==> config.mk <==
export PLATFORM = sky130hd
export DESIGN_NAME = ps2_key_fifo
export DESIGN_NICKNAME = d
export VERILOG_FILES = /design/src/rtl/ps2_key_fifo.sv
export SDC_FILE = /design/constraint.sdc
export NUM_CORES = 1
export LEC_CHECK = 0
export CAP_MARGIN = 20
export CORE_AREA = 2 2 89 154
export DETAILED_ROUTE_END_ITERATION = 6
export DIE_AREA = 0 0 91 156
export HOLD_SLACK_MARGIN = 0.03
export SLEW_MARGIN = 20
export SYNTH_ARGS = -nofsm -noshare
export SYNTH_HDL_FRONTEND = slang
export SYNTH_SLANG_ARGS = --single-unit
export TNS_END_PERCENT = 50
==> constraint.sdc <==
create_clock -name clk -period 2.55 [get_ports clk]
set_input_delay 0.3825 -clock clk [delete_from_list [all_inputs] [get_ports clk]]
set_output_delay 0.3825 -clock clk [all_outputs]
set_load 0.01 [all_outputs]
==> src/rtl/ps2_key_fifo.sv <==
// PS/2 set-2 scan-code decoder with Shift tracking, ASCII mapping and a show-ahead character FIFO.
// Optional build macro PS2_TYPEMATIC_FILTER_EN drops auto-repeat makes of a key that is still held.
module ps2_key_fifo #(
  parameter int FIFO_DEPTH = 8,
  parameter int CNT_W      = 16
) (
  input  logic             clk,
  input  logic             rst,
  input  logic             code_valid,
  input  logic [7:0]       code,
  input  logic             rd_en,
  output logic [7:0]       ascii,
  output logic             ascii_valid,
  output logic             fifo_full,
  output logic             overflow,
  output logic             shift_held,
  output logic [CNT_W-1:0] key_count,
  output logic [7:0]       last_code
);

  localparam int AW = $clog2(FIFO_DEPTH);
  localparam int OW = AW + 1;
  localparam logic [OW-1:0] DEPTH_OCC = OW'(FIFO_DEPTH);

  typedef enum logic [1:0] {ST_IDLE, ST_BRK, ST_EXT, ST_EXT_BRK} state_t;

  state_t           state_reg, state_next;
  logic             make_evt, brk_evt;
  logic             lshift_reg, rshift_reg;
  logic [7:0]       last_code_reg;
  logic             overflow_reg;
  logic [CNT_W-1:0] key_count_reg;
  logic [AW-1:0]    wr_ptr_reg, rd_ptr_reg;
  logic [OW-1:0]    occ_reg;
  logic [7:0]       mem [FIFO_DEPTH];

  logic             map_hit, map_letter;
  logic [7:0]       map_base, map_char;
  logic             repeat_hit, push_req, push_ok, pop_ok, full, empty;

  // ---------------- prefix FSM ----------------
  always_ff @(posedge clk or posedge rst) begin
    if (rst) state_reg <= ST_IDLE;
    else     state_reg <= state_next;
  end

  always_comb begin
    state_next = state_reg;
    if (code_valid) begin
      case (state_reg)
        ST_IDLE: begin
          if (code == 8'hF0)      state_next = ST_BRK;
          else if (code == 8'hE0) state_next = ST_EXT;
          else                    state_next = ST_IDLE;
        end
        ST_BRK:     state_next = ST_IDLE;
        ST_EXT:     state_next = (code == 8'hF0) ? ST_EXT_BRK : ST_IDLE;
        ST_EXT_BRK: state_next = ST_IDLE;
        default:    state_next = ST_IDLE;
      endcase
    end
  end

  always_comb begin
    make_evt = 1'b0;
    brk_evt  = 1'b0;
    if (code_valid) begin
      case (state_reg)
        ST_IDLE: make_evt = (code != 8'hF0) && (code != 8'hE0);
        ST_BRK:  brk_evt  = 1'b1;
        default: ;
      endcase
    end
  end

  // ---------------- scan-code to ASCII map ----------------
  // Letters are stored lower-case; Shift clears bit 5 to get upper-case.
  always_comb begin
    map_hit    = 1'b1;
    map_letter = 1'b0;
    map_base   = 8'h00;
    case (code)
      8'h45: map_base = 8'h30;
      8'h16: map_base = 8'h31;
      8'h1E: map_base = 8'h32;
      8'h26: map_base = 8'h33;
      8'h25: map_base = 8'h34;
      8'h2E: map_base = 8'h35;
      8'h36: map_base = 8'h36;
      8'h3D: map_base = 8'h37;
      8'h3E: map_base = 8'h38;
      8'h46: map_base = 8'h39;
      8'h29: map_base = 8'h20;
      8'h5A: map_base = 8'h0D;
      8'h1C: begin map_base = 8'h61; map_letter = 1'b1; end
      8'h32: begin map_base = 8'h62; map_letter = 1'b1; end
      8'h21: begin map_base = 8'h63; map_letter = 1'b1; end
      8'h23: begin map_base = 8'h64; map_letter = 1'b1; end
      8'h24: begin map_base = 8'h65; map_letter = 1'b1; end
      8'h2B: begin map_base = 8'h66; map_letter = 1'b1; end
      8'h34: begin map_base = 8'h67; map_letter = 1'b1; end
      8'h33: begin map_base = 8'h68; map_letter = 1'b1; end
      8'h43: begin map_base = 8'h69; map_letter = 1'b1; end
      8'h3B: begin map_base = 8'h6A; map_letter = 1'b1; end
      8'h42: begin map_base = 8'h6B; map_letter = 1'b1; end
      8'h4B: begin map_base = 8'h6C; map_letter = 1'b1; end
      8'h3A: begin map_base = 8'h6D; map_letter = 1'b1; end
      8'h31: begin map_base = 8'h6E; map_letter = 1'b1; end
      8'h44: begin map_base = 8'h6F; map_letter = 1'b1; end
      8'h4D: begin map_base = 8'h70; map_letter = 1'b1; end
      8'h15: begin map_base = 8'h71; map_letter = 1'b1; end
      8'h2D: begin map_base = 8'h72; map_letter = 1'b1; end
      8'h1B: begin map_base = 8'h73; map_letter = 1'b1; end
      8'h2C: begin map_base = 8'h74; map_letter = 1'b1; end
      8'h3C: begin map_base = 8'h75; map_letter = 1'b1; end
      8'h2A: begin map_base = 8'h76; map_letter = 1'b1; end
      8'h1D: begin map_base = 8'h77; map_letter = 1'b1; end
      8'h22: begin map_base = 8'h78; map_letter = 1'b1; end
      8'h35: begin map_base = 8'h79; map_letter = 1'b1; end
      8'h1A: begin map_base = 8'h7A; map_letter = 1'b1; end
      default: map_hit = 1'b0;
    endcase
    map_char = (map_letter && shift_held) ? (map_base & 8'hDF) : map_base;
  end

  // ---------------- Shift and last-code tracking ----------------
  always_ff @(posedge clk or posedge rst) begin
    if (rst) begin
      lshift_reg    <= 1'b0;
      rshift_reg    <= 1'b0;
      last_code_reg <= 8'h00;
    end else begin
      if (code_valid) last_code_reg <= code;
      if (make_evt && code == 8'h12) lshift_reg <= 1'b1;
      if (brk_evt  && code == 8'h12) lshift_reg <= 1'b0;
      if (make_evt && code == 8'h59) rshift_reg <= 1'b1;
      if (brk_evt  && code == 8'h59) rshift_reg <= 1'b0;
    end
  end

`ifdef PS2_TYPEMATIC_FILTER_EN
  // 0x00 is never a mapped code, so it doubles as "no key held".
  logic [7:0] filt_reg;
  always_ff @(posedge clk or posedge rst) begin
    if (rst)                                 filt_reg <= 8'h00;
    else if (make_evt && map_hit)            filt_reg <= code;
    else if (brk_evt && code == filt_reg)    filt_reg <= 8'h00;
  end
  assign repeat_hit = (filt_reg != 8'h00) && (code == filt_reg);
`else
  assign repeat_hit = 1'b0;
`endif

  // ---------------- FIFO ----------------
  assign full     = (occ_reg == DEPTH_OCC);
  assign empty    = (occ_reg == '0);
  assign push_req = make_evt && map_hit && !repeat_hit;
  assign pop_ok   = rd_en && !empty;
  assign push_ok  = push_req && (!full || rd_en);

  always_ff @(posedge clk) begin
    if (push_ok) mem[wr_ptr_reg] <= map_char;
  end

  always_ff @(posedge clk or posedge rst) begin
    if (rst) begin
      wr_ptr_reg    <= '0;
      rd_ptr_reg    <= '0;
      occ_reg       <= '0;
      overflow_reg  <= 1'b0;
      key_count_reg <= '0;
    end else begin
      if (push_ok) begin
        wr_ptr_reg    <= wr_ptr_reg + 1'b1;
        key_count_reg <= key_count_reg + 1'b1;
      end
      if (pop_ok) rd_ptr_reg <= rd_ptr_reg + 1'b1;
      if (push_ok && !pop_ok)      occ_reg <= occ_reg + 1'b1;
      else if (!push_ok && pop_ok) occ_reg <= occ_reg - 1'b1;
      if (push_req && !push_ok) overflow_reg <= 1'b1;
    end
  end

  assign ascii       = empty ? 8'h00 : mem[rd_ptr_reg];
  assign ascii_valid = !empty;
  assign fifo_full   = full;
  assign overflow    = overflow_reg;
  assign shift_held  = lshift_reg | rshift_reg;
  assign key_count   = key_count_reg;
  assign last_code   = last_code_reg;

endmodule

==> flow_metrics.py, run 1 <==
metrics = {
    "outcome": {
        "status": "finished, violations left",
        "violations": "setup timing",
    },
    "critical_path": {
        "crit_path_max_fanout": 6,
        "cpMaxStageDelayCell": "or3_4",
        "start_kind": "primary input",
        "cp_cell_sequence": "buf_8 -> buf_6 -> or4b_4 -> buf_6 -> nand2_4 -> a22o_1 -> or3_4 -> nor3_4 -> nor2_4 -> ha_4 -> inv_4 -> ha_4 -> a21o_1 -> a21oi_2 -> xnor2_1 -> nor2_1 -> xor2_1",
        "worstPathArrival_ns": 2.86,
        "critPathMaxStageDelay_ns": 0.40,
        "cp_num_buf_inv": 4,
        "cp.required_ns": 2.78,
        "cpLargestDelayFamily": "simple AND/OR/NAND/NOR gates",
        "cp-end-kind": "flop",
        "crit_type": "in2reg",
    },
    "clocking": {
        "htreeDepth": 3,
        "root_buffer": "clkbuf_16",
        "clock_path_buffers": 2,
        "path_clk_slew_ns": 0.07,
        "cts_tree": "yes",
        "postCtsHoldBufs": 0,
        "cts.sinks": 95,
        "cts_buffers": 9,
        "clk_latency_ns": 0.34,
    },
    "placement": {
        "place_ws_ns": -0.944,
        "io_buffers": 46,
        "dp_hpwl_um": 9510,
        "routabilityCongestion": 0.947,
    },
    "synth": {
        "synth-main-ff-cell": "edfxtp_1",
        "synth_edf_count": 56,
        "synth_cell_type_count": 68,
        "synth.area.mux_share": 0.105,
        "synth_top_area_cell": "edfxtp_1",
        "synthTopCellsByArea": "edfxtp_1 (33%), dfrtp_1 (19%), mux4_2 (6.2%)",
        "synth_top_family_by_area": "simple AND/OR/NAND/NOR gates",
        "syn_avg_cell_area_sq_um": 12.4,
        "synthXorXnorAreaFrac": 0.0467,
        "ys_seq_area_frac": 0.525,
        "syn_inst": 407,
        "synth_warnings": 0,
        "async_flop_share": 0.411,
        "yosys.area_share.simple": 0.195,
        "synth-seq-cells": 95,
        "synth_compound_area_frac": 0.0690,
        "synth_nets": 426,
        "synth_top_area_frac": 0.332,
        "synth_area_sq_mm": 0.00506,
        "synthAdderAreaFrac": 0.0188,
    },
    "die": {
        "dieHeight_um": 156,
        "rows": 55,
        "start_util": 0.391,
        "die_w_um": 91,
        "core_area_sq_mm": 0.0129,
        "die-area_sq_mm": 0.0142,
        "pin_count": 48,
    },
    "detailed_routing": {
        "wl_per_cell_um": 18.4,
        "first_pass_iters": 4,
        "dr_total_vias": 3940,
        "drc": 0,
        "dr.first_iter.drc_count": 164,
        "drtAntennaViolNets": 0,
        "viasPerCell": 5.41,
        "totalWireLength_um": 13400,
    },
    "cells_and_area": {
        "layout_commonest_cell": "buf_4",
        "num_antenna_cells": 0,
        "drive_above_1_share": 0.391,
        "final_cell_mix": "buf_4 (103), edfxtp_1 (56), dfrtp_1 (37)",
        "largest_register_ffs": 56,
        "nNetsFinal": 571,
        "postLayoutCoreUtil": 0.551,
        "syn_to_final_growth_pct": 40.9,
    },
    "timing": {
        "slew_viol_final": 0,
        "finalCriticalPeriod_ns": 2.63,
        "rsz0062_at_grt": "true",
        "setup_violations": 2,
        "hold_viol_final": 0,
        "fmaxAchievable_ghz": 0.380,
        "setup_slack_ns": -0.0799,
        "tightest_slew_ns": 0.609,
        "slew_headroom": 0.589,
        "fin_tns_setup_ns": -0.145,
        "fin_worst_skew_ns": 0.0105,
        "timing.final.crit_share": 1.03,
    },
    "flow_run": {
        "maxCapViolCount": 0,
    },
    "power_and_ir_drop": {
        "pwr_density_cell_mw_per_mm2": 724,
        "leakagePower_nw": 2.91,
        "p_total_mw": 5.16,
        "ir_drop_v": 0.000330,
    },
    "global_routing": {
        "antenna_found_initial": 0,
        "grt_max_degree": 40,
        "grtUsageTotal": 0.196,
        "grt_pass1_vias": 4263,
        "grt-ovfl-total": 0,
        "grt_pass1_wl_um": 21700,
    },
    "worst_hold_path": {
        "hold_class": "in2async",
    },
}
==> path summary, 6_finish.rpt <==
kind	startpoint	to	slack [ns]	cells after the start
hold reg to reg	key_count[15]	key_count[15]	0.47	1
max in group asynchronous	rst	rd_ptr_reg[1]	1.70	3
setup / recovery	code[6]	occ_reg[3]	-0.08	17
setup reg to reg	occ_reg[1]	occ_reg[3]	0.15	12
min in group clk	key_count[15]	key_count[15]	0.47	1
hold / removal	rst	last_code[4]	0.47	3
==> where the power goes <==
part           switching [mW]  internal (mW)  total (mW)
clock network           0.598          0.780        1.38
registers               0.273           1.79        2.07
logic                   0.701           1.02        1.72
==> Yosys cell counts (8+ instances only) <==
cell type  number
inv_1          13
dfrtp_1        39
mux2_2         11
mux4_2         14
o21ai_0        11
nand3_1        10
nor2_1         25
nand2_1        23
buf_2          11
a21oi_1        14
xor2_1         17
mux2i_1         9
edfxtp_1       56
nand2b_1        8
xnor2_1        10
==> tightest hold or removal path: cells and delay by family <==
family | cells | cell delay [ns]
buf+inv | 3 | 0.88
==> routing by layer <==
layer | GRT usage | vias to the layer above | wire length, um
li1 | - | 1830 | -
met1 | 0.208 | 1958 | 4820
met2 | 0.368 | 113 | 7440
met3 | 0.0251 | 39 | 403
met4 | 0.112 | 0 | 710
met5 | 0 | - | 0
==> logic make-up after synthesis <==
logic type               after synthesis
AND/OR/NAND/NOR                      149
flip-flops                            95
AO/OA/AOI/OAI                         52
buffers and inverters                 42
multiplexers                          34
XOR/XNOR                              27
adder cells (fa/ha/maj)                7
other                                  1
==> per-stage QoR <==
stage | hold WS (ns) | instances | cell area, sq um
5_1_grt | 0.486 | 728 | 7130
2_1_floorplan | 0.449 | 407 | 5140
6_report | 0.465 | 728 | 7130
3_3_place_gp | 0.459 | 684 | 6400
3_5_place_dp | 0.462 | 684 | 6400
4_1_cts | 0.476 | 729 | 7010
==> layout make-up <==
class | count | area [sq um]
multi-input cells | 270 | 2410
clock buffers | 10 | 229
fillers | 1133 | 5810
repair buffers | 163 | 1480
clock inverters | 6 | 77.6
inverters | 13 | 51.3
well taps | 171 | 214
flip-flops and latches | 95 | 2660
==> what timing repair did <==
action / CTS / global route
gates resized for setup: 59 / 39
setup buffers: 30 / 4
endpoints found under the setup margin: 99 / 64
hold endpoints to repair: 0 / 0
cloned: 1 / 1
pin swaps: 19 / 19
No activity file was read; power rests on OpenSTA's default activity.
==> inputs of run 2 (changes only) <==
--- a/config.mk
+++ b/config.mk
@@ -9,6 +9,7 @@
 export CORE_AREA = 2 2 89 154
 export DETAILED_ROUTE_END_ITERATION = 6
 export DIE_AREA = 0 0 91 156
+export DONT_BUFFER_PORTS = 1
 export HOLD_SLACK_MARGIN = 0.03
 export SLEW_MARGIN = 20
 export SYNTH_ARGS = -nofsm -noshare
==> constraint.sdc (replaced) <==
create_clock -name clk -period 2.19 [get_ports clk]
set_input_delay 0.3285 -clock clk [delete_from_list [all_inputs] [get_ports clk]]
set_output_delay 0.3285 -clock clk [all_outputs]
set_load 0.01 [all_outputs]
==> flow_metrics.py, run 2 (synthesized netlist as in run 1, its figures left out) <==
metrics = {
    "outcome": {
        "status": "finished, violations left",
        "violations": "setup timing",
    },
    "timing": {
        "finalCriticalPeriod_ns": 2.42,
        "tightest_slew_ns": 1.01,
        "setup_slack_ns": -0.233,
        "slew_headroom": 0.317,
        "rsz0062_at_grt": "true",
        "timing.final.crit_share": 1.11,
        "fin_worst_skew_ns": 0.00795,
        "fmaxAchievable_ghz": 0.413,
        "hold_viol_final": 0,
        "setup_violations": 4,
        "slew_viol_final": 0,
    },
    "power_and_ir_drop": {
        "switchingPower_mw": 1.71,
        "switching_share": 0.309,
        "pwr_density_cell_mw_per_mm2": 885,
        "ir_drop_v": 0.000382,
        "pwr-share-clk": 0.260,
        "p_total_mw": 5.51,
        "leakagePower_nw": 2.45,
        "p_int_mw": 3.81,
        "combinationalPowerShare": 0.305,
        "p_seq_frac": 0.435,
    },
    "cells_and_area": {
        "final_cell_mix": "buf_4 (79), edfxtp_1 (56), dfrtp_1 (39)",
        "num_antenna_cells": 0,
        "largest_register_ffs": 56,
        "design_area_sq_mm": 0.00623,
        "layout_commonest_cell": "buf_4",
        "multi_input_area_sq_mm": 0.00234,
        "instances_no_fill": 651,
        "seqCellArea_sq_mm": 0.00266,
        "drive_above_1_share": 0.342,
        "syn_to_final_growth_pct": 23.2,
        "nNetsFinal": 494,
        "postLayoutCoreUtil": 0.482,
        "num-fill-cells": 1222,
    },
    "detailed_routing": {
        "wl_per_cell_um": 18.2,
        "dr.first_iter.drc_count": 154,
        "drtAntennaViolNets": 0,
        "dr_total_vias": 3466,
        "first_pass_iters": 4,
        "totalWireLength_um": 11900,
        "drc": 0,
        "viasPerCell": 5.32,
    },
    "placement": {
        "place_area_sq_mm": 0.00579,
        "place_ws_ns": -0.591,
        "dp_hpwl_um": 8680,
        "routabilityCongestion": 0.859,
        "io_buffers": 0,
        "placedCellCount": 623,
    },
    "worst_hold_path": {
        "hold_path_end": "last_code[4]",
        "hp-start": "code_valid",
        "min_path_cells": 1,
        "hold_class": "in2reg",
    },
    "clocking": {
        "clock_path_buffers": 2,
        "root_buffer": "clkbuf_16",
        "cts_tree": "yes",
        "cts.sinks": 95,
        "cts_buffers": 9,
        "path_clk_slew_ns": 0.07,
        "clk_latency_ns": 0.34,
        "htreeDepth": 3,
    },
    "critical_path": {
        "crit_type": "in2reg",
        "critPathMaxStageDelay_ns": 0.53,
        "cpMaxStageDelayCell": "or4b_4",
        "r2r_cells": 13,
        "crit_path_frequent_cell": "ha_4",
        "crit_path_max_fanout": 21,
        "cp_cell_sequence": "or4b_4 -> o2bb2a_4 -> o211ai_1 -> or3_4 -> nor3_4 -> nor2_4 -> ha_4 -> inv_6 -> ha_4 -> a21o_1 -> a21oi_2 -> xnor2_1 -> nor2_1 -> xor2_1",
        "start_kind": "primary input",
        "r2r-start": "state_reg[1]",
        "worstPathArrival_ns": 2.64,
        "r2r_setup_slack_ns": -0.19,
        "cp.required_ns": 2.41,
        "r2r-end": "occ_reg[3]",
        "cp-end-kind": "flop",
    },
    "die": {
        "core_area_sq_mm": 0.0129,
        "die_w_um": 91,
        "pin_count": 48,
        "die-area_sq_mm": 0.0142,
        "rows": 55,
        "start_util": 0.391,
        "dieHeight_um": 156,
    },
    "global_routing": {
        "use_met3": 0.0338,
        "grtUsageTotal": 0.171,
        "top_usage_layer": "met2",
        "grt_max_degree": 32,
        "grt-ovfl-total": 0,
        "met2_usage": 0.320,
        "grt_pass1_vias": 3705,
        "grt_pass1_wl_um": 19100,
        "antenna_found_initial": 0,
        "grt_use_met1": 0.185,
    },
    "flow_run": {
        "maxCapViolCount": 0,
    },
}
==> run 2: power by group through the flow <==
stage | clock network, mW | registers [mW] | logic, mW
2_1_floorplan | 0 | 2.30 | 1.20
3_3_place_gp | 0 | 2.42 | 1.58
3_5_place_dp | 0 | 2.43 | 1.62
4_1_cts | 1.48 | 2.39 | 1.65
5_1_grt | 1.54 | 2.43 | 1.85
6_report | 1.44 | 2.40 | 1.68
==> run 2: through the flow <==
step,hold slack [ns],setup TNS [ns]
6_report,0.0925,-0.609
3_3_place_gp,0.240,-22.03
3_5_place_dp,0.248,-24.84
2_1_floorplan,0.449,-21.35
5_1_grt,0.0902,-2.74
4_1_cts,0.0835,-0.459
==> run 2: repair_timing <==
action / CTS / global route
setup buffers: 7 / 4
hold buffers: 1 / 0
hold endpoints to repair: 16 / 0
resized for setup: 1 / 13
setup endpoints to repair: 33 / 61
pin swaps: 1 / 4
==> run 2: how the worst max path moves through the flow <==
stage | start | end
2_1_floorplan | code[7] | occ_reg[3]
4_1_cts | code[7] | occ_reg[3]
5_1_grt | code[7] | occ_reg[3]
6_report | code[7] | occ_reg[3]
3_3_place_gp | code[6] | occ_reg[3]
3_5_place_dp | code[7] | occ_reg[3]
==> run 2: area by class of cell <==
| class | count | share of cell area |
|---|---|---|
| Sequential cell | 95 | 0.426 |
| Multi-Input combinational cell | 270 | 0.375 |
| Timing Repair Buffer | 86 | 0.112 |
| Clock buffer | 11 | 0.0373 |
| Tap cell | 171 | 0.0343 |
| Inverter | 13 | 0.00863 |
| Clock inverter | 5 | 0.00642 |
==> run 2: critical path: cells and delay by family <==
family | cells | cell delay (ns)
simple gates | 5 | 0.93
compound gates | 4 | 0.72
fa+ha+maj | 2 | 0.37
xor+xnor | 2 | 0.26
buf+inv | 1 | 0.04
==> run 2: routing by layer <==
metal / part of all wire / vias up
met2: 0.55 / 60
met4: 0.030 / 0
met5: 0 / -
met3: 0.033 / 18
met1: 0.38 / 1719
li1: - / 1669
==> inputs of run 3 (changes only) <==
--- a/config.mk
+++ b/config.mk
@@ -6,9 +6,9 @@
 export NUM_CORES = 1
 export LEC_CHECK = 0
 export CAP_MARGIN = 20
-export CORE_AREA = 2 2 89 154
+export CORE_AREA = 2 2 116 118
 export DETAILED_ROUTE_END_ITERATION = 6
-export DIE_AREA = 0 0 91 156
+export DIE_AREA = 0 0 118 120
 export DONT_BUFFER_PORTS = 1
 export HOLD_SLACK_MARGIN = 0.03
 export SLEW_MARGIN = 20
==> flow_metrics.py, run 3 (synthesized netlist as in run 1, its figures left out) <==
metrics = {
    "outcome": {
        "status": "finished, violations left",
        "violations": "setup timing",
    },
    "global_routing": {
        "grt_max_degree": 40,
        "grt-ovfl-total": 0,
        "grt_pass1_vias": 3576,
        "grt_pass1_wl_um": 18700,
        "antenna_found_initial": 0,
        "grtUsageTotal": 0.168,
    },
    "critical_path": {
        "crit_type": "in2reg",
        "r2r-end": "occ_reg[1]",
        "r2r_setup_slack_ns": -0.19,
        "r2r_cells": 10,
        "start_kind": "primary input",
        "worstPathArrival_ns": 2.69,
        "cpMaxStageDelayCell": "or4b_4",
        "cp_cell_sequence": "or4b_4 -> o2bb2a_4 -> o211ai_1 -> or3_4 -> nor3_4 -> nor2_4 -> ha_4 -> inv_6 -> buf_12 -> fa_2 -> mux2_4",
        "cp-end-kind": "flop",
        "r2r-start": "state_reg[1]",
        "critPathMaxStageDelay_ns": 0.53,
        "crit_path_max_fanout": 21,
        "cp.required_ns": 2.42,
    },
    "detailed_routing": {
        "totalWireLength_um": 11300,
        "first_pass_iters": 5,
        "dr.first_iter.drc_count": 242,
        "drtAntennaViolNets": 0,
        "drc": 0,
        "dr_total_vias": 3529,
        "wl_per_cell_um": 17.6,
        "viasPerCell": 5.46,
    },
    "cells_and_area": {
        "syn_to_final_growth_pct": 22.2,
        "drive_above_1_share": 0.332,
        "layout_commonest_cell": "buf_4",
        "design_area_sq_mm": 0.00618,
        "num_antenna_cells": 0,
        "final_cell_mix": "buf_4 (66), edfxtp_1 (56), dfrtp_1 (38)",
        "nNetsFinal": 484,
        "largest_register_ffs": 56,
        "num-fill-cells": 1182,
    },
    "placement": {
        "io_buffers": 0,
        "routabilityCongestion": 0.871,
        "dp_hpwl_um": 7960,
        "place_area_sq_mm": 0.00572,
    },
    "clocking": {
        "cts_tree": "yes",
        "path_clk_slew_ns": 0.06,
        "cts.sinks": 95,
        "cts_buffers": 9,
        "clk_latency_ns": 0.35,
        "clock_path_buffers": 2,
        "htreeDepth": 3,
        "root_buffer": "clkbuf_16",
    },
    "die": {
        "die-area_sq_mm": 0.0142,
        "start_util": 0.390,
        "pin_count": 48,
        "core_area_sq_mm": 0.0130,
        "die_w_um": 118,
        "rows": 42,
        "dieHeight_um": 120,
    },
    "power_and_ir_drop": {
        "p_total_mw": 5.45,
        "leakagePower_nw": 2.40,
        "ir_drop_v": 0.000488,
        "pwr_density_cell_mw_per_mm2": 882,
    },
    "flow_run": {
        "maxCapViolCount": 0,
    },
    "timing": {
        "hold_viol_final": 0,
        "slew_headroom": 0.642,
        "timing.final.crit_share": 1.12,
        "fin_worst_skew_ns": 0.00943,
        "setup_slack_ns": -0.269,
        "slew_viol_final": 0,
        "finalCriticalPeriod_ns": 2.46,
        "tightest_slew_ns": 0.529,
        "rsz0062_at_grt": "true",
        "setup_violations": 11,
        "hold-worst-slack_ns": 0.0937,
        "fmaxAchievable_ghz": 0.407,
    },
    "worst_hold_path": {
        "hp-start": "code_valid",
        "hold_path_end": "state_reg[0]",
        "min_path_cells": 1,
        "hold_class": "in2reg",
    },
}
==> run 3: changes by cell type in the layout (fill, tap and decap cells not counted), moves of 2 or more <==
cell / previous run / this run
buf_4: 79 / 66
clkinvlp_4: 0 / 2
buf_6: 3 / 6
clkinv_4: 2 / 0
nor4_2: 7 / 5
==> run 3: where the power goes <==
part	total, mW	internal [mW]	switching [mW]
Sequential	2.41	2.09	0.319
Clock	1.45	0.782	0.666
Combinational	1.60	0.875	0.725
==> run 3: cell type report <==
type / instances / area (sq um) / share of cell area
inverter: 13 / 53.8 / 0.00870
clock buffer: 11 / 233 / 0.0377
tap: 176 / 220 / 0.0356
multi-input combinational: 270 / 2340 / 0.379
timing repair buffer: 76 / 633 / 0.102
sequential: 95 / 2660 / 0.430
clock inverter: 5 / 41.3 / 0.00668
==> run 3: routing by layer <==
| metal | track usage | up-vias | routed length [um] |
|---|---|---|---|
| li1 | - | 1653 | - |
| met5 | 0 | - | 0 |
| met1 | 0.221 | 1765 | 5000 |
| met3 | 0.0485 | 19 | 617 |
| met2 | 0.267 | 92 | 5520 |
| met4 | 0.0550 | 0 | 208 |
==> run 3: worst max-delay path, delay by kind of cell <==
family                   cells  cell delay (ns)
buffers and inverters        2             0.16
AO/OA/AOI/OAI                2             0.43
multiplexers                 1             0.27
adder cells (fa/ha/maj)      2             0.60
AND/OR/NAND/NOR              4             0.89
==> run 3: worst max path at each step <==
stage | end | start
6_report | occ_reg[1] | code[7]
5_1_grt | occ_reg[3] | code[7]
4_1_cts | occ_reg[3] | code[7]
3_5_place_dp | occ_reg[3] | code[7]
3_3_place_gp | occ_reg[3] | code[7]
2_1_floorplan | occ_reg[3] | code[7]
==> run 3: what timing repair did <==
item | 4_1_cts | 5_1_grt
gates resized for setup | 5 | 15
setup buffers | 7 | 5
hold buffers | 1 | 0
endpoints found under the setup margin | 22 | 67
endpoints found under the hold margin | 39 | 0
pin swaps | 2 | 10
==> run 3: metrics by stage <==
stage                util  setup TNS (ns)  worst slack [ns]  std cells
finish              0.476          -0.837            -0.269        646
global route        0.476           -3.69            -0.372        646
CTS                 0.467          -0.456            -0.240        642
detailed placement  0.441          -23.21            -0.641        619
global placement    0.441          -19.04            -0.583        619
floorplan               -          -21.35            -0.609        407
